## config.mk

```make
export PLATFORM = sky130hd
export DESIGN_NAME = accum_8bit_v
export DESIGN_NICKNAME = d
export VERILOG_FILES = /design/src/rtl/accum_pkg.sv /design/src/rtl/addn_sub_8bit_v.sv /design/src/rtl/accum_8bit_v.sv
export SDC_FILE = /design/constraint.sdc
export NUM_CORES = 1
export LEC_CHECK = 0
export ABC_AREA = 1
export BUFFER_PORTS_ARGS = -buffer_cell sky130_fd_sc_hd__buf_4
export CAP_MARGIN = 20
export CORE_ASPECT_RATIO = 1.5
export CORE_UTILIZATION = 39
export CTS_BUF_LIST = sky130_fd_sc_hd__clkbuf_4
export DETAILED_ROUTE_END_ITERATION = 7
export PLACE_DENSITY = 0.63
export SYNTH_ARGS = -nofsm -noshare
export SYNTH_HDL_FRONTEND = slang
export SYNTH_HIERARCHICAL = 1
export SYNTH_SLANG_ARGS = --single-unit
```

## constraint.sdc

```tcl
create_clock -name i_CLK -period 9 [get_ports i_CLK]
set_input_delay 0.9 -clock i_CLK [delete_from_list [all_inputs] [get_ports i_CLK]]
set_output_delay 0.9 -clock i_CLK [all_outputs]
set_load 0.01 [all_outputs]
```

## src/rtl/accum_pkg.sv

```systemverilog
// rtl/accum_pkg.sv - shared op codes, FSM states and saturation constants for accum_8bit_v
package accum_pkg;

  typedef enum logic [1:0] {
    OP_LOAD = 2'b00,
    OP_ADD  = 2'b01,
    OP_SUB  = 2'b10,
    OP_CLR  = 2'b11
  } op_e;

  typedef enum logic [1:0] {
    ST_IDLE = 2'b00,
    ST_EXEC = 2'b01,
    ST_DONE = 2'b10
  } state_e;

  localparam logic [7:0] SAT_POS = 8'h7F;
  localparam logic [7:0] SAT_NEG = 8'h80;

endpackage

```

## src/rtl/addn_sub_8bit_v.sv

```systemverilog
// rtl/addn_sub_8bit_v.sv - 8-bit ripple add/subtract datapath, C is carry on add and borrow on subtract
module addn_sub_8bit_v (
  input  logic [7:0] i_A,
  input  logic [7:0] i_B,
  input  logic       i_MODE,
  output logic [7:0] o_S,
  output logic       o_C
);

  logic [8:0] carry;
  logic [7:0] b_x;

  // Ripple chain: subtract is A + ~B + 1, and the raw carry-out is inverted into a borrow
  always_comb begin
    carry    = 9'd0;
    b_x      = 8'd0;
    o_S      = 8'd0;
    carry[0] = i_MODE;
    for (int i = 0; i < 8; i++) begin
      b_x[i]       = i_B[i] ^ i_MODE;
      o_S[i]       = i_A[i] ^ b_x[i] ^ carry[i];
      carry[i + 1] = (i_A[i] & b_x[i]) | (carry[i] & (i_A[i] ^ b_x[i]));
    end
    o_C = carry[8] ^ i_MODE;
  end

endmodule

```

## src/rtl/accum_8bit_v.sv

```systemverilog
// rtl/accum_8bit_v.sv - handshaked 8-bit accumulator with flags and op counter; ACCUM_SAT_EN enables signed saturation
module accum_8bit_v
  import accum_pkg::*;
#(
  parameter int CNT_W = 4
) (
  input  logic             i_CLK,
  input  logic             i_RST,
  input  logic             i_VALID,
  output logic             o_READY,
  input  logic [1:0]       i_OP,
  input  logic [7:0]       i_DATA,
  output logic [7:0]       o_ACC,
  output logic             o_C,
  output logic             o_V,
  output logic             o_Z,
  output logic             o_N,
  output logic             o_DONE,
  output logic [CNT_W-1:0] o_CNT
);

  state_e           state_q;
  op_e              op_q;
  logic [7:0]       data_q;
  logic [7:0]       acc_q;
  logic             c_q, v_q, z_q, n_q;
  logic             done_q, ready_q;
  logic [CNT_W-1:0] cnt_q;

  logic       sub_mode;
  logic [7:0] add_s;
  logic       add_c;
  logic [7:0] b_eff;
  logic       ovf;
  logic [7:0] acc_d;
  logic       c_d, v_d;

  assign sub_mode = (op_q == OP_SUB);

  addn_sub_8bit_v u_addsub (
    .i_A    (acc_q),
    .i_B    (data_q),
    .i_MODE (sub_mode),
    .o_S    (add_s),
    .o_C    (add_c)
  );

  // Signed overflow: operands (after subtract inversion) agree in sign but the sum does not
  always_comb begin
    b_eff = sub_mode ? ~data_q : data_q;
    ovf   = (acc_q[7] == b_eff[7]) && (add_s[7] != acc_q[7]);
  end

  // Result selection for the EXEC cycle
  always_comb begin
    acc_d = acc_q;
    c_d   = 1'b0;
    v_d   = 1'b0;
    case (op_q)
      OP_LOAD: acc_d = data_q;
      OP_CLR:  acc_d = 8'h00;
      OP_ADD, OP_SUB: begin
        c_d = add_c;
        v_d = ovf;
`ifdef ACCUM_SAT_EN
        // Both effective operands share acc_q's sign on overflow, so it tells the direction
        if (ovf) acc_d = acc_q[7] ? SAT_NEG : SAT_POS;
        else     acc_d = add_s;
`else
        acc_d = add_s;
`endif
      end
      default: acc_d = acc_q;
    endcase
  end

  // Command FSM with registered outputs; reset discards any in-flight command
  always_ff @(posedge i_CLK) begin
    if (i_RST) begin
      state_q <= ST_IDLE;
      op_q    <= OP_LOAD;
      data_q  <= 8'h00;
      acc_q   <= 8'h00;
      c_q     <= 1'b0;
      v_q     <= 1'b0;
      z_q     <= 1'b1;
      n_q     <= 1'b0;
      done_q  <= 1'b0;
      ready_q <= 1'b1;
      cnt_q   <= '0;
    end else begin
      case (state_q)
        ST_IDLE: begin
          done_q <= 1'b0;
          if (i_VALID && ready_q) begin
            op_q    <= op_e'(i_OP);
            data_q  <= i_DATA;
            ready_q <= 1'b0;
            state_q <= ST_EXEC;
          end
        end
        ST_EXEC: begin
          acc_q   <= acc_d;
          c_q     <= c_d;
          v_q     <= v_d;
          z_q     <= (acc_d == 8'h00);
          n_q     <= acc_d[7];
          done_q  <= 1'b1;
          state_q <= ST_DONE;
        end
        ST_DONE: begin
          done_q  <= 1'b0;
          cnt_q   <= cnt_q + CNT_W'(1);
          ready_q <= 1'b1;
          state_q <= ST_IDLE;
        end
        default: begin
          done_q  <= 1'b0;
          ready_q <= 1'b1;
          state_q <= ST_IDLE;
        end
      endcase
    end
  end

  assign o_READY = ready_q;
  assign o_ACC   = acc_q;
  assign o_C     = c_q;
  assign o_V     = v_q;
  assign o_Z     = z_q;
  assign o_N     = n_q;
  assign o_DONE  = done_q;
  assign o_CNT   = cnt_q;

endmodule

```

==> report_table.html, run 1 <==
<table>
<tr><th>Metric</th><th>Value</th></tr>
<tr><th colspan="2">Drt</th></tr>
<tr><td>Number of nets with antenna violations after detailed routing</td><td>0</td></tr>
<tr><td>First-pass iteration count of the detailed router</td><td>4</td></tr>
<tr><td>Final wirelength</td><td>roughly 3400 um</td></tr>
<tr><td>Post-DR vias/cell</td><td>about 4.7</td></tr>
<tr><td>Avg WL per Cell</td><td>approximately 11 um</td></tr>
<tr><td>Total vias in the final route</td><td>between 1,000 and 1,500</td></tr>
<tr><td>DRC marker count from the first detailed-route iteration</td><td>26</td></tr>
<tr><td>DRC errors left</td><td>0</td></tr>
<tr><th colspan="2">Pwr</th></tr>
<tr><td>Static power due to leakage</td><td>between 0.9 and 1 nW</td></tr>
<tr><td>Maximum VDD drop</td><td>0.000117 V</td></tr>
<tr><td>Total power consumption of the routed design</td><td>0.352 mW</td></tr>
<tr><td>Power density of the placed cells</td><td>approximately 180 nW/um^2</td></tr>
<tr><th colspan="2">STA</th></tr>
<tr><td>Final setup viols</td><td>0</td></tr>
<tr><td>Ratio of final minimum period to clock period</td><td>between 50% and 60%</td></tr>
<tr><td>Post-layout minimum cycle time</td><td>roughly 4500 ps</td></tr>
<tr><td>Clock skew</td><td>~9.0 ps</td></tr>
<tr><td>RSZ-0062 raised after global routing</td><td>no</td></tr>
<tr><td>Slew at the pin closest to its max-slew limit</td><td>361 ps</td></tr>
<tr><td>Top achievable clock speed</td><td>~0.22 GHz</td></tr>
<tr><td>Relative slew slack</td><td>~76%</td></tr>
<tr><td>Setup TNS</td><td>0 ps</td></tr>
<tr><td>Final hold viol count</td><td>0</td></tr>
<tr><td>Max-slew violations</td><td>0</td></tr>
<tr><th colspan="2">Finish</th></tr>
<tr><td>Diode count</td><td>0</td></tr>
<tr><td>Nets</td><td>~280</td></tr>
<tr><td>Register area</td><td>581 sq um</td></tr>
<tr><td>Final design utilization</td><td>just under 50%</td></tr>
<tr><td>Fraction of layout instances using a drive strength above 1</td><td>approximately 20%</td></tr>
<tr><td>Area used by multi-input combinational logic</td><td>~820 sq um</td></tr>
<tr><td>Post-route non-filler standard cell count</td><td>just over 300</td></tr>
<tr><td>Post-layout instance area</td><td>1920 sq um</td></tr>
<tr><td>Fill count</td><td>between 400 and 500</td></tr>
<tr><td>Area grow syn2layout</td><td>18.1%</td></tr>
<tr><th colspan="2">Floorplan</th></tr>
<tr><td>Die outline height</td><td>about 80 um</td></tr>
<tr><td>Starting density of the core</td><td>around two fifths</td></tr>
<tr><td>Ports placed on the boundary</td><td>31</td></tr>
<tr><td>Area of the core region</td><td>roughly 4000 sq um</td></tr>
<tr><td>Die width</td><td>approximately 55 um</td></tr>
<tr><td>Std cell rows</td><td>28</td></tr>
<tr><td>Area enclosed by the die boundary</td><td>approximately 4400 sq um</td></tr>
<tr><th colspan="2">GRT</th></tr>
<tr><td>Largest net degree at the start of global routing</td><td>21</td></tr>
<tr><td>Global-route wire length before repair</td><td>approximately 5800 um</td></tr>
<tr><td>Grt total ovfl</td><td>0</td></tr>
<tr><td>Number of global-route vias before repair</td><td>1,338</td></tr>
<tr><td>Number of antenna violations at the first check in global routing</td><td>0</td></tr>
<tr><td>GRT Util Overall</td><td>between 10% and 20%</td></tr>
<tr><th colspan="2">Synth</th></tr>
<tr><td>Distinct cells, synth</td><td>21</td></tr>
<tr><td>Cell taking the most area after synthesis</td><td>dfxtp_1</td></tr>
<tr><td>Most instantiated flip-flop cell in the synthesis netlist</td><td>dfxtp_1</td></tr>
<tr><td>Total standard cell area after synthesis</td><td>1630 sq um</td></tr>
<tr><td>Async set or reset register ratio after synthesis</td><td>0%</td></tr>
<tr><td>Mean cell area of the mapped netlist</td><td>7.05 sq um</td></tr>
<tr><td>Share of the synthesized area in the top cell type</td><td>roughly 36%</td></tr>
<tr><td>Synthesized netlist cell count</td><td>around 230</td></tr>
<tr><td>Fraction of the yosys area taken by sequential cells</td><td>35.6%</td></tr>
<tr><td>Number of enable-type register cells in the synthesized netlist</td><td>0</td></tr>
<tr><td>Most frequent cells after synthesis</td><td>64 x nand2_1, 36 x inv_1, 29 x dfxtp_1</td></tr>
<tr><td>Most frequent cell after synthesis</td><td>nand2_1</td></tr>
<tr><td>Syn Nets</td><td>~250</td></tr>
<tr><td>Main area contributors after synthesis</td><td>dfxtp_1 36%, nand2_1 15%, fa_1 8.6%, inv_1 8.3%, a21oi_1 5.5%</td></tr>
<tr><td>Number of warning messages in the yosys log</td><td>6</td></tr>
<tr><td>Post-synthesis register bit count</td><td>29</td></tr>
<tr><th colspan="2">Clock network</th></tr>
<tr><td>Worst-path clk slew</td><td>~100 ps</td></tr>
<tr><td>Clock tree from TritonCTS</td><td>yes</td></tr>
<tr><td>Post-CTS Hold Buffers</td><td>0</td></tr>
<tr><td>CTS max path bufs</td><td>2</td></tr>
<tr><td>Clock latency on the worst-skew pair</td><td>about 320 ps</td></tr>
<tr><td># resized after CTS</td><td>0</td></tr>
<tr><td>Number of buffers created by CTS</td><td>5</td></tr>
<tr><td>Number of buffers added for setup after CTS</td><td>0</td></tr>
<tr><td>Sinks on Clock Net</td><td>29</td></tr>
<tr><td>H-tree depth</td><td>2</td></tr>
<tr><td>CTS Root Cell</td><td>clkbuf_4</td></tr>
<tr><th colspan="2">Min path</th></tr>
<tr><td>Cell count of the worst hold path</td><td>2</td></tr>
<tr><td>Source of the worst hold timing path</td><td>o_C$_SDFFE_PP0N_</td></tr>
<tr><td>Worst hold path type</td><td>reg -&gt; reg</td></tr>
<tr><td>Endpoint of the worst hold path</td><td>o_C$_SDFFE_PP0N_</td></tr>
<tr><th colspan="2">Worst setup path</th></tr>
<tr><td>Capture point of the worst reg-to-reg path</td><td>o_V$_SDFFE_PP0N_</td></tr>
<tr><td>Flop-to-flop setup slack</td><td>roughly 4500 ps</td></tr>
<tr><td>Data arrival time of the critical path</td><td>between 4000 and 5000 ps</td></tr>
<tr><td>Data required time at the worst endpoint</td><td>approximately 9300 ps</td></tr>
<tr><td>Number of cells traversed by the worst register-to-register path</td><td>17</td></tr>
<tr><td>Type of the worst setup path</td><td>reg -&gt; reg</td></tr>
<tr><td>Max Fanout on Critical Path</td><td>11</td></tr>
<tr><td>Critical path endpoint category</td><td>flip-flop</td></tr>
<tr><td>Type of origin of the critical path</td><td>flip-flop</td></tr>
<tr><td>Startpoint of the worst register-to-register path</td><td>op_q[0]$_SDFFE_PP0P_</td></tr>
<tr><th colspan="2">Placement</th></tr>
<tr><td>Weighted congestion at the end of routability-driven global placement</td><td>0.784</td></tr>
<tr><td>Cells after DPL</td><td>about 300</td></tr>
<tr><td>HPWL after detailed placement</td><td>~2600 um</td></tr>
<tr><td>Port-buffer cells</td><td>30</td></tr>
<tr><td>Placed Area</td><td>~1800 sq um</td></tr>
<tr><th colspan="2">Run status</th></tr>
<tr><td>Status</td><td>finished, final reports clean</td></tr>
<tr><th colspan="2">Flow run</th></tr>
<tr><td>Number of max-capacitance violations reported</td><td>0</td></tr>
</table>
metrics by stage:
step / hold WS, ps / setup slack, ps
after floorplan: 451 / 4840
after CTS: 477 / 4450
after detailed placement: 463 / 4480
final: 473 / 4460
after global placement: 459 / 4600
after global routing: 500 / 4220
layout make-up:
cell class | instances | share of cell area (%)
Multi-Input combinational cell | 150 | 42.7
Sequential cell | 29 | 30.2
Timing Repair Buffer | 30 | 11.7
Inverter | 43 | 8.39
Tap cell | 45 | 2.93
Clock buffer | 6 | 2.34
Clock inverter | 2 | 1.76
per-layer routing:
layer  wire length, um  GRT usage (%)
met2              1810           30.7
met3               118           4.12
met5                 0              0
met1              1360           20.2
met4                77           8.97
critical path, stage by stage, from the launching register on:
cell and delay (ps):
dfxtp_1 310, inv_1 80, ha_1 380, inv_2 150
nand2_1 90, nand2_1 60, fa_1 410, fa_1 390
fa_1 390, fa_1 390, fa_1 430, fa_1 410
fa_1 490, inv_1 50, or2_0 210, nand2_1 60
nand3_1 60, a21oi_1 110
cells by family (layout without fill, tap and decap cells):
| logic type | Yosys count | count (layout) | share of synthesized area [%] |
|---|---|---|---|
| and+or+nand+nor | 96 | 96 | 24.4 |
| buffers and inverters | 52 | 81 | 13.9 |
| AOI/OAI and AO/OA | 42 | 42 | 14.1 |
| DFF | 29 | 29 | 35.6 |
| adders and majority gates | 10 | 10 | 10.9 |
| xor gates and xnor gates | 2 | 2 | 1.08 |
placed cells by master, fill, tap and decap left out:
cell type  Yosys  layout
ha_1           3       3
buf_4          3      30
clkbuf_4       0       6
inv_2          7       7
bufinv_16      0       1
clkinv_1       0       1
nand2_4        1       1
or2_0          1       1
xnor2_1        1       1
or2_2          1       1
dfxtp_1       29      29
nand4_4        1       1
o21ai_2        5       5
o21ai_1        8       8
o21ai_0       11      11
xor2_1         1       1
nand2_1       64      64
nand3_1        6       6
nor2_1        22      22
a21oi_1       18      18
inv_1         36      36
fa_1           7       7
worst max-delay path by stage:
stage	slack, ps	startpoint	cells after the start	end
floorplan	4840	op_q[0]$_SDFFE_PP0P_	18	o_V$_SDFFE_PP0N_
global placement	4600	op_q[0]$_SDFFE_PP0P_	17	o_V$_SDFFE_PP0N_
detailed placement	4480	op_q[0]$_SDFFE_PP0P_	17	o_V$_SDFFE_PP0N_
CTS	4450	op_q[0]$_SDFFE_PP0P_	17	o_V$_SDFFE_PP0N_
global route	4220	op_q[0]$_SDFFE_PP0P_	17	o_V$_SDFFE_PP0N_
finish	4460	op_q[0]$_SDFFE_PP0P_	17	o_V$_SDFFE_PP0N_
power breakdown:
part | switching [mW] | total, mW | internal (mW)
logic | 0.0585 | 0.0971 | 0.0386
registers | 0.00915 | 0.148 | 0.138
clock network | 0.0466 | 0.107 | 0.0608
total | 0.114 | 0.352 | 0.238
registers in the layout (all words and copies together) (netlist names):
signal / count
data_q: 8
o_ACC: 8
o_C: 1
o_CNT: 4
o_DONE: 1
o_READY: 1
o_V: 1
o_Z: 1
op_q: 2
state_q: 2
No activity file was read; power rests on OpenSTA's default activity.
==> run 2: changes to the inputs <==
==> constraint.sdc (replaced) <==
create_clock -name i_CLK -period 4.2 [get_ports i_CLK]
set_input_delay 0.42 -clock i_CLK [delete_from_list [all_inputs] [get_ports i_CLK]]
set_output_delay 0.42 -clock i_CLK [all_outputs]
set_load 0.01 [all_outputs]
==> report_table.html, run 2 (synthesis gave the netlist of run 1 again) <==
<table>
<tr><th>Metric</th><th>Value</th></tr>
<tr><th colspan="2">Run status</th></tr>
<tr><td>Status</td><td>finished, final reports clean</td></tr>
<tr><th colspan="2">Clock network</th></tr>
<tr><td>Clock latency on the worst-skew pair</td><td>330 ps (about the same)</td></tr>
<tr><td>CTS Root Cell</td><td>clkbuf_4</td></tr>
<tr><td>Post-CTS Hold Buffers</td><td>0 (unchanged)</td></tr>
<tr><td>CTS max path bufs</td><td>2 (unchanged)</td></tr>
<tr><td>Number of buffers created by CTS</td><td>5 (unchanged)</td></tr>
<tr><td>Number of buffers added for setup after CTS</td><td>0 (unchanged)</td></tr>
<tr><td>H-tree depth</td><td>2 (unchanged)</td></tr>
<tr><td>Worst-path clk slew</td><td>90 ps (about the same)</td></tr>
<tr><td>Clock tree from TritonCTS</td><td>yes</td></tr>
<tr><td>Sinks on Clock Net</td><td>29 (unchanged)</td></tr>
<tr><th colspan="2">Finish</th></tr>
<tr><td>Post-route non-filler standard cell count</td><td>307 (+0.66%)</td></tr>
<tr><td>Area grow syn2layout</td><td>19.0%</td></tr>
<tr><td>Most common library cell in the layout ignoring fill and taps</td><td>nand2_1</td></tr>
<tr><td>Final design utilization</td><td>49.0% (+0.35 points)</td></tr>
<tr><td>Nets</td><td>284 (+0.71%)</td></tr>
<tr><td>Diode count</td><td>0 (unchanged)</td></tr>
<tr><td>Fraction of layout instances using a drive strength above 1</td><td>22.5% (+2.5 points)</td></tr>
<tr><td>Commonest cells after routing, fill and taps aside</td><td>64 x nand2_1, 35 x inv_1, 32 x buf_4, 29 x dfxtp_1, 22 x nor2_1</td></tr>
<tr><td>Post-layout instance area</td><td>1940 sq um (+0.72%)</td></tr>
<tr><th colspan="2">GRT</th></tr>
<tr><td>Global-route wire length before repair</td><td>5690 um (-1.3%)</td></tr>
<tr><td>Number of global-route vias before repair</td><td>1,278 (-4.5%)</td></tr>
<tr><td>GRT Util Overall</td><td>18.5% (+0.38 points)</td></tr>
<tr><td>Largest net degree at the start of global routing</td><td>21 (unchanged)</td></tr>
<tr><td>Number of antenna violations at the first check in global routing</td><td>0 (unchanged)</td></tr>
<tr><td>Grt total ovfl</td><td>0 (unchanged)</td></tr>
<tr><th colspan="2">STA</th></tr>
<tr><td>Max-slew violations</td><td>0 (unchanged)</td></tr>
<tr><td>Top achievable clock speed</td><td>0.248 GHz (+13%)</td></tr>
<tr><td>Ratio of final minimum period to clock period</td><td>95.8% (+45 points)</td></tr>
<tr><td>Final setup viols</td><td>0 (unchanged)</td></tr>
<tr><td>Slew at the pin closest to its max-slew limit</td><td>324 ps (-36.5 ps)</td></tr>
<tr><td>Clock skew</td><td>11.5 ps (+2.49 ps)</td></tr>
<tr><td>Post-layout minimum cycle time</td><td>4030 ps (-514 ps)</td></tr>
<tr><td>Relative slew slack</td><td>78.4% (+2.4 points)</td></tr>
<tr><td>Final hold viol count</td><td>0 (unchanged)</td></tr>
<tr><td>Setup TNS</td><td>0 ps (unchanged)</td></tr>
<tr><th colspan="2">Placement</th></tr>
<tr><td>Port-buffer cells</td><td>30 (unchanged)</td></tr>
<tr><td>Weighted congestion at the end of routability-driven global placement</td><td>0.875 (+11%)</td></tr>
<tr><td>Cells after DPL</td><td>299 (+0.67%)</td></tr>
<tr><td>HPWL after detailed placement</td><td>2630 um (+1.1%)</td></tr>
<tr><td>Placed Area</td><td>1860 sq um (+0.81%)</td></tr>
<tr><th colspan="2">Drt</th></tr>
<tr><td>Post-DR vias/cell</td><td>4.72 (-0.45%)</td></tr>
<tr><td>Total vias in the final route</td><td>1,450 (+0.21%)</td></tr>
<tr><td>Metal1 wirelength</td><td>1490 um (+9.5%)</td></tr>
<tr><td>Number of nets with antenna violations after detailed routing</td><td>0 (unchanged)</td></tr>
<tr><td>Final wirelength</td><td>3490 um (+3.6%)</td></tr>
<tr><td>Met3 WL post-DR</td><td>123 um (+4.2%)</td></tr>
<tr><td>DRC errors left</td><td>0 (unchanged)</td></tr>
<tr><td>First-pass iteration count of the detailed router</td><td>4 (unchanged)</td></tr>
<tr><td>Avg WL per Cell</td><td>11.4 um (+2.9%)</td></tr>
<tr><td>Routed length on met2</td><td>1750 um (-3.3%)</td></tr>
<tr><td>DRC marker count from the first detailed-route iteration</td><td>18 (-31%)</td></tr>
<tr><td>Highest routing layer actually used</td><td>met4</td></tr>
<tr><th colspan="2">Worst setup path</th></tr>
<tr><td>Capture point of the worst reg-to-reg path</td><td>o_V$_SDFFE_PP0N_</td></tr>
<tr><td>Type of the worst setup path</td><td>reg -&gt; reg</td></tr>
<tr><td>Delay of the slowest critical-path stage</td><td>480 ps (about the same)</td></tr>
<tr><td>Crit path cell chain</td><td>ha_4, inv_2, nand2_1, nand2_1, fa_1, fa_2, fa_1, fa_2, fa_1, fa_1, fa_1, inv_1, or2_0, nand2_1, nand3_1, a21oi_1</td></tr>
<tr><td>Slowest cell on the critical path</td><td>fa_1</td></tr>
<tr><td>Data required time at the worst endpoint</td><td>4460 ps (-4800 ps)</td></tr>
<tr><td>Startpoint of the worst register-to-register path</td><td>op_q[1]$_SDFFE_PP0P_</td></tr>
<tr><td>Critical path endpoint category</td><td>flip-flop</td></tr>
<tr><td>Number of cells traversed by the worst register-to-register path</td><td>16 (-1)</td></tr>
<tr><td>Flop-to-flop setup slack</td><td>170 ps (-4290 ps)</td></tr>
<tr><td>Most numerous cell on the critical path</td><td>fa_1</td></tr>
<tr><td>Data arrival time of the critical path</td><td>4290 ps (-510 ps)</td></tr>
<tr><td>Max Fanout on Critical Path</td><td>3 (-8)</td></tr>
<tr><td>Type of origin of the critical path</td><td>flip-flop</td></tr>
<tr><th colspan="2">Min path</th></tr>
<tr><td>Worst hold path type</td><td>in -&gt; reg</td></tr>
<tr><td>Cell count of the worst hold path</td><td>3 (+1)</td></tr>
<tr><td>Source of the worst hold timing path</td><td>i_DATA[6]</td></tr>
<tr><td>Endpoint of the worst hold path</td><td>data_q[6]$_SDFFE_PP0P_</td></tr>
<tr><th colspan="2">Pwr</th></tr>
<tr><td>Power density of the placed cells</td><td>368 nW/um^2 (+100%)</td></tr>
<tr><td>Static power due to leakage</td><td>0.917 nW (+0.44%)</td></tr>
<tr><td>Total power consumption of the routed design</td><td>0.712 mW (+100%)</td></tr>
<tr><td>Maximum VDD drop</td><td>0.000237 V (+100%)</td></tr>
<tr><th colspan="2">Floorplan</th></tr>
<tr><td>Area of the core region</td><td>3960 sq um (unchanged)</td></tr>
<tr><td>Die outline height</td><td>81.2 um (unchanged)</td></tr>
<tr><td>Area enclosed by the die boundary</td><td>4440 sq um (unchanged)</td></tr>
<tr><td>Die width</td><td>54.8 um (unchanged)</td></tr>
<tr><td>Ports placed on the boundary</td><td>31 (unchanged)</td></tr>
<tr><td>Std cell rows</td><td>28 (unchanged)</td></tr>
<tr><td>Starting density of the core</td><td>41.2% (unchanged)</td></tr>
<tr><th colspan="2">Flow run</th></tr>
<tr><td>Number of max-capacitance violations reported</td><td>0 (unchanged)</td></tr>
</table>
-- run 2: cell count changes in the layout (fill, tap and decap cells not counted) --
cell / change
fa_1: -2
buf_4: +2
ha_1: -1
fa_2: +2
ha_4: +1
inv_2: +1
bufinv_16: -1
clkbuf_4: +2
clkinv_1: -1
inv_1: -1
-- run 2: worst max path at each step --
stage                    startpoint                to  slack (ps)
6_report       op_q[1]$_SDFFE_PP0P_  o_V$_SDFFE_PP0N_         170
5_1_grt        op_q[1]$_SDFFE_PP0P_  o_V$_SDFFE_PP0N_        -0.5
3_5_place_dp   op_q[0]$_SDFFE_PP0P_  o_V$_SDFFE_PP0N_          20
4_1_cts        op_q[0]$_SDFFE_PP0P_  o_V$_SDFFE_PP0N_           1
2_1_floorplan  op_q[0]$_SDFFE_PP0P_  o_V$_SDFFE_PP0N_          40
3_3_place_gp   op_q[0]$_SDFFE_PP0P_  o_V$_SDFFE_PP0N_          90
-- run 2: power breakdown --
part	internal [mW]	switching [mW]	total (mW)	leakage (nW)
Combinational	0.0860	0.129	0.215	0.642
Sequential	0.297	0.0203	0.317	0.238
Clock	0.0860	0.0943	0.180	0.0368
-- run 2: final cells by class --
cell class | count | area, sq um
sequential | 29 | 581
timing repair buffer | 32 | 240
tap | 45 | 56.3
multi-input combinational | 150 | 840
fill | 419 | 2020
clock buffer | 8 | 60.1
inverter | 43 | 161
-- run 2: critical path, delay by kind of cell (launching register included) --
family,cells,cell delay [ps]
adder cells (fa/ha/maj),8,2910
AO/OA/AOI/OAI,1,110
buffers and inverters,2,90
AND/OR/NAND/NOR,5,440
flip-flops,1,390
-- run 2: per-stage QoR --
step	setup slack, ps	hold slack, ps
after CTS	1.09	318
after detailed placement	23.9	460
after floorplan	44.6	451
final	175	328
after global routing	-0.470	309
after global placement	85.5	457
-- run 2: routing by layer --
layer	vias to the layer above	GRT usage (%)
li1	766	-
met5	-	0
met2	31	30.2
met4	0	10.0
met3	8	5.06
met1	645	20.8
-- run 2: what timing repair did --
| item | 4_1_cts | 5_1_grt |
|---|---|---|
| resized for setup | 0 | 5 |
| setup endpoints to repair | 0 | 2 |
| hold endpoints to repair | 0 | 0 |
==> run 3: changes to the inputs <==
--- a/config.mk
+++ b/config.mk
@@ -9,10 +9,11 @@
 export BUFFER_PORTS_ARGS = -buffer_cell sky130_fd_sc_hd__buf_4
 export CAP_MARGIN = 20
 export CORE_ASPECT_RATIO = 1.5
-export CORE_UTILIZATION = 39
+export CORE_UTILIZATION = 30
 export CTS_BUF_LIST = sky130_fd_sc_hd__clkbuf_4
+export CTS_CLUSTER_DIAMETER = 40
 export DETAILED_ROUTE_END_ITERATION = 7
-export PLACE_DENSITY = 0.63
+export PLACE_DENSITY = 0.51
 export SYNTH_ARGS = -nofsm -noshare
 export SYNTH_HDL_FRONTEND = slang
 export SYNTH_HIERARCHICAL = 1
==> report_table.html, run 3 (synthesis gave the netlist of run 1 again) <==
<table>
<tr><th>Metric</th><th>Value</th></tr>
<tr><th colspan="2">Run status</th></tr>
<tr><td>Status</td><td>finished, final reports clean</td></tr>
<tr><th colspan="2">Clock network</th></tr>
<tr><td>Clock latency on the worst-skew pair</td><td>330 ps (about the same)</td></tr>
<tr><td>CTS Root Cell</td><td>clkbuf_4</td></tr>
<tr><td>Post-CTS Hold Buffers</td><td>0 (unchanged)</td></tr>
<tr><td>Clock tree from TritonCTS</td><td>yes</td></tr>
<tr><td>Number of buffers created by CTS</td><td>5 (unchanged)</td></tr>
<tr><td>Worst-path clk slew</td><td>100 ps (about the same)</td></tr>
<tr><td>CTS max path bufs</td><td>2 (unchanged)</td></tr>
<tr><td>H-tree depth</td><td>2 (unchanged)</td></tr>
<tr><td>Sinks on Clock Net</td><td>29 (unchanged)</td></tr>
<tr><th colspan="2">GRT</th></tr>
<tr><td>Largest net degree at the start of global routing</td><td>21 (unchanged)</td></tr>
<tr><td>GRT Util Overall</td><td>14.7% (-3.7 points)</td></tr>
<tr><td>Number of global-route vias before repair</td><td>1,459 (+14%)</td></tr>
<tr><td>Global-route wire length before repair</td><td>6490 um (+14%)</td></tr>
<tr><td>Grt total ovfl</td><td>0 (unchanged)</td></tr>
<tr><td>Number of antenna violations at the first check in global routing</td><td>0 (unchanged)</td></tr>
<tr><th colspan="2">Floorplan</th></tr>
<tr><td>Std cell rows</td><td>32 (+14%)</td></tr>
<tr><td>Ports placed on the boundary</td><td>31 (unchanged)</td></tr>
<tr><td>Die width</td><td>62.2 um (+14%)</td></tr>
<tr><td>Area enclosed by the die boundary</td><td>5730 sq um (+29%)</td></tr>
<tr><td>Area of the core region</td><td>5160 sq um (+30%)</td></tr>
<tr><td>Starting density of the core</td><td>31.5% (-9.6 points)</td></tr>
<tr><td>Die outline height</td><td>92.3 um (+14%)</td></tr>
<tr><th colspan="2">STA</th></tr>
<tr><td>Top achievable clock speed</td><td>0.248 GHz (-0.11%)</td></tr>
<tr><td>Relative slew slack</td><td>77.1% (-1.2 points)</td></tr>
<tr><td>Final hold viol count</td><td>0 (unchanged)</td></tr>
<tr><td>Setup TNS</td><td>0 ps (unchanged)</td></tr>
<tr><td>Hold WS</td><td>319 ps (-8.90 ps)</td></tr>
<tr><td>Final setup viols</td><td>0 (unchanged)</td></tr>
<tr><td>Ratio of final minimum period to clock period</td><td>95.9% (+0.11 points)</td></tr>
<tr><td>Post-layout minimum cycle time</td><td>4030 ps (+4.48 ps)</td></tr>
<tr><td>RSZ-0062 raised after global routing</td><td>no</td></tr>
<tr><td>Clock skew</td><td>10.1 ps (-1.34 ps)</td></tr>
<tr><td>Max-slew violations</td><td>0 (unchanged)</td></tr>
<tr><td>Slew at the pin closest to its max-slew limit</td><td>343 ps (+18.6 ps)</td></tr>
<tr><th colspan="2">Worst setup path</th></tr>
<tr><td>Critical path endpoint category</td><td>flip-flop</td></tr>
<tr><td>Type of origin of the critical path</td><td>flip-flop</td></tr>
<tr><td>Startpoint of the worst register-to-register path</td><td>op_q[0]$_SDFFE_PP0P_</td></tr>
<tr><td>Capturing instance or port of the critical path</td><td>o_V$_SDFFE_PP0N_</td></tr>
<tr><td>Start point of the critical path</td><td>op_q[0]$_SDFFE_PP0P_</td></tr>
<tr><td>Flop-to-flop setup slack</td><td>170 ps (about the same)</td></tr>
<tr><td>Data required time at the worst endpoint</td><td>4470 ps (about the same)</td></tr>
<tr><td>Number of cells traversed by the worst register-to-register path</td><td>17 (+1)</td></tr>
<tr><td>Max Fanout on Critical Path</td><td>4 (+1)</td></tr>
<tr><td>Data arrival time of the critical path</td><td>4300 ps (about the same)</td></tr>
<tr><td>Capture point of the worst reg-to-reg path</td><td>o_V$_SDFFE_PP0N_</td></tr>
<tr><td>Type of the worst setup path</td><td>reg -&gt; reg</td></tr>
<tr><th colspan="2">Flow run</th></tr>
<tr><td>Number of max-capacitance violations reported</td><td>0 (unchanged)</td></tr>
<tr><th colspan="2">Drt</th></tr>
<tr><td>Total vias in the final route</td><td>1,440 (-0.69%)</td></tr>
<tr><td>DRC marker count from the first detailed-route iteration</td><td>65 (+47)</td></tr>
<tr><td>Number of nets with antenna violations after detailed routing</td><td>0 (unchanged)</td></tr>
<tr><td>Post-DR vias/cell</td><td>4.34 (-8.2%)</td></tr>
<tr><td>First-pass iteration count of the detailed router</td><td>4 (unchanged)</td></tr>
<tr><td>Final wirelength</td><td>3730 um (+6.9%)</td></tr>
<tr><td>DRC errors left</td><td>0 (unchanged)</td></tr>
<tr><td>Avg WL per Cell</td><td>11.2 um (-1.1%)</td></tr>
<tr><th colspan="2">Placement</th></tr>
<tr><td>Port-buffer cells</td><td>30 (unchanged)</td></tr>
<tr><td>HPWL after detailed placement</td><td>2770 um (+5.6%)</td></tr>
<tr><td>Weighted congestion at the end of routability-driven global placement</td><td>0.819 (-6.4%)</td></tr>
<tr><th colspan="2">Pwr</th></tr>
<tr><td>Static power due to leakage</td><td>0.918 nW (about the same)</td></tr>
<tr><td>Power density of the placed cells</td><td>357 nW/um^2 (-2.9%)</td></tr>
<tr><td>Combinational Power Share</td><td>31.3% (+1.1 points)</td></tr>
<tr><td>Pint</td><td>0.445 mW (-5.0%)</td></tr>
<tr><td>Total power consumption of the routed design</td><td>0.701 mW (-1.6%)</td></tr>
<tr><td>Sw power</td><td>0.256 mW (+4.9%)</td></tr>
<tr><td>Maximum VDD drop</td><td>0.000182 V (-23%)</td></tr>
<tr><td>Net Sw Frac</td><td>36.5% (+2.3 points)</td></tr>
<tr><td>Clock share of power</td><td>23.7% (-1.6 points)</td></tr>
<tr><td>Sequential Power Share</td><td>45.1% (+0.6 points)</td></tr>
<tr><th colspan="2">Finish</th></tr>
<tr><td>Most common library cell in the layout ignoring fill and taps</td><td>nand2_1</td></tr>
<tr><td>Area grow syn2layout</td><td>20.6%</td></tr>
<tr><td>Nets</td><td>286 (+0.70%)</td></tr>
<tr><td>Fill count</td><td>582 (+39%)</td></tr>
<tr><td>Diode count</td><td>0 (unchanged)</td></tr>
<tr><td>Fraction of layout instances using a drive strength above 1</td><td>22.3% (-0.17 points)</td></tr>
<tr><td>Commonest cells after routing, fill and taps aside</td><td>64 x nand2_1, 36 x inv_1, 34 x buf_4, 29 x dfxtp_1, 22 x nor2_1</td></tr>
<tr><th colspan="2">Min path</th></tr>
<tr><td>Worst hold path type</td><td>in -&gt; reg</td></tr>
</table>
-- run 3: cell types whose count changed in the layout (fill, tap and decap cells not counted), sizes merged --
cell	change
clkbuf	-3
buf	+2
clkinv	+3
-- run 3: layer usage --
layer  track usage, %  part of all wire [%]  vias up
met5                0                     0        -
met4             5.23                   1.5        0
met3             3.23                   3.0        5
met2             28.2                    53       20
met1             15.5                    42      649
li1                 -                     -      766
-- run 3: worst max-delay path, cell delays in order (launching register included) --
cell and delay, ps:
dfxtp_1 310, inv_1 70, ha_2 200, inv_2 50
nand2_1 60, nand2_1 70, fa_1 410, fa_2 350
fa_2 340, fa_1 380, fa_2 360, fa_1 380
fa_1 480, inv_1 60, or2_0 210, nand2_1 60
nand3_1 60, a21oi_1 110
-- run 3: area by class of cell --
type                       count  area (sq um)  share of cell area, %
clock buffer                   5          37.5                   1.91
clock inverter                 3          12.5                  0.637
inverter                      43           161                   8.22
multi-input combinational    150           832                   42.4
sequential                    29           581                   29.6
tap                           68          85.1                   4.33
timing repair buffer          34           255                   13.0
-- run 3: stage by stage --
stage               utilization, %  setup WS [ps]  cells  instance area, sq um
finish                        38.0            170    332                  1960
global route                  38.0           4.40    332                  1960
CTS                           37.9           51.5    332                  1960
detailed placement            36.9           36.5    324                  1900
global placement              36.9           88.4    324                  1900
floorplan                        -           44.6    231                  1630
-- run 3: repair_timing --
action	in CTS	in global routing
setup buffers	0	0
endpoints found under the hold margin	0	0
setup endpoints to repair	1	2
gates resized for setup	1	3
-- run 3: how the worst min path moves through the flow --
stage,startpoint,endpoint,slack [ps],cells after the start
2_1_floorplan,op_q[1]$_SDFFE_PP0P_,op_q[1]$_SDFFE_PP0P_,450,2
3_3_place_gp,o_C$_SDFFE_PP0N_,o_C$_SDFFE_PP0N_,460,2
3_5_place_dp,o_C$_SDFFE_PP0N_,o_C$_SDFFE_PP0N_,460,2
4_1_cts,i_DATA[6],data_q[6]$_SDFFE_PP0P_,310,3
5_1_grt,i_RST,o_V$_SDFFE_PP0N_,300,2
6_report,i_DATA[6],data_q[6]$_SDFFE_PP0P_,320,3
-- run 3: power by group through the flow --
stage	Clock (mW)	Sequential (mW)	Combinational (mW)
floorplan	0	0.323	0.156
global placement	0	0.322	0.220
detailed placement	0	0.322	0.219
CTS	0.175	0.316	0.221
global route	0.188	0.320	0.257
finish	0.166	0.316	0.219
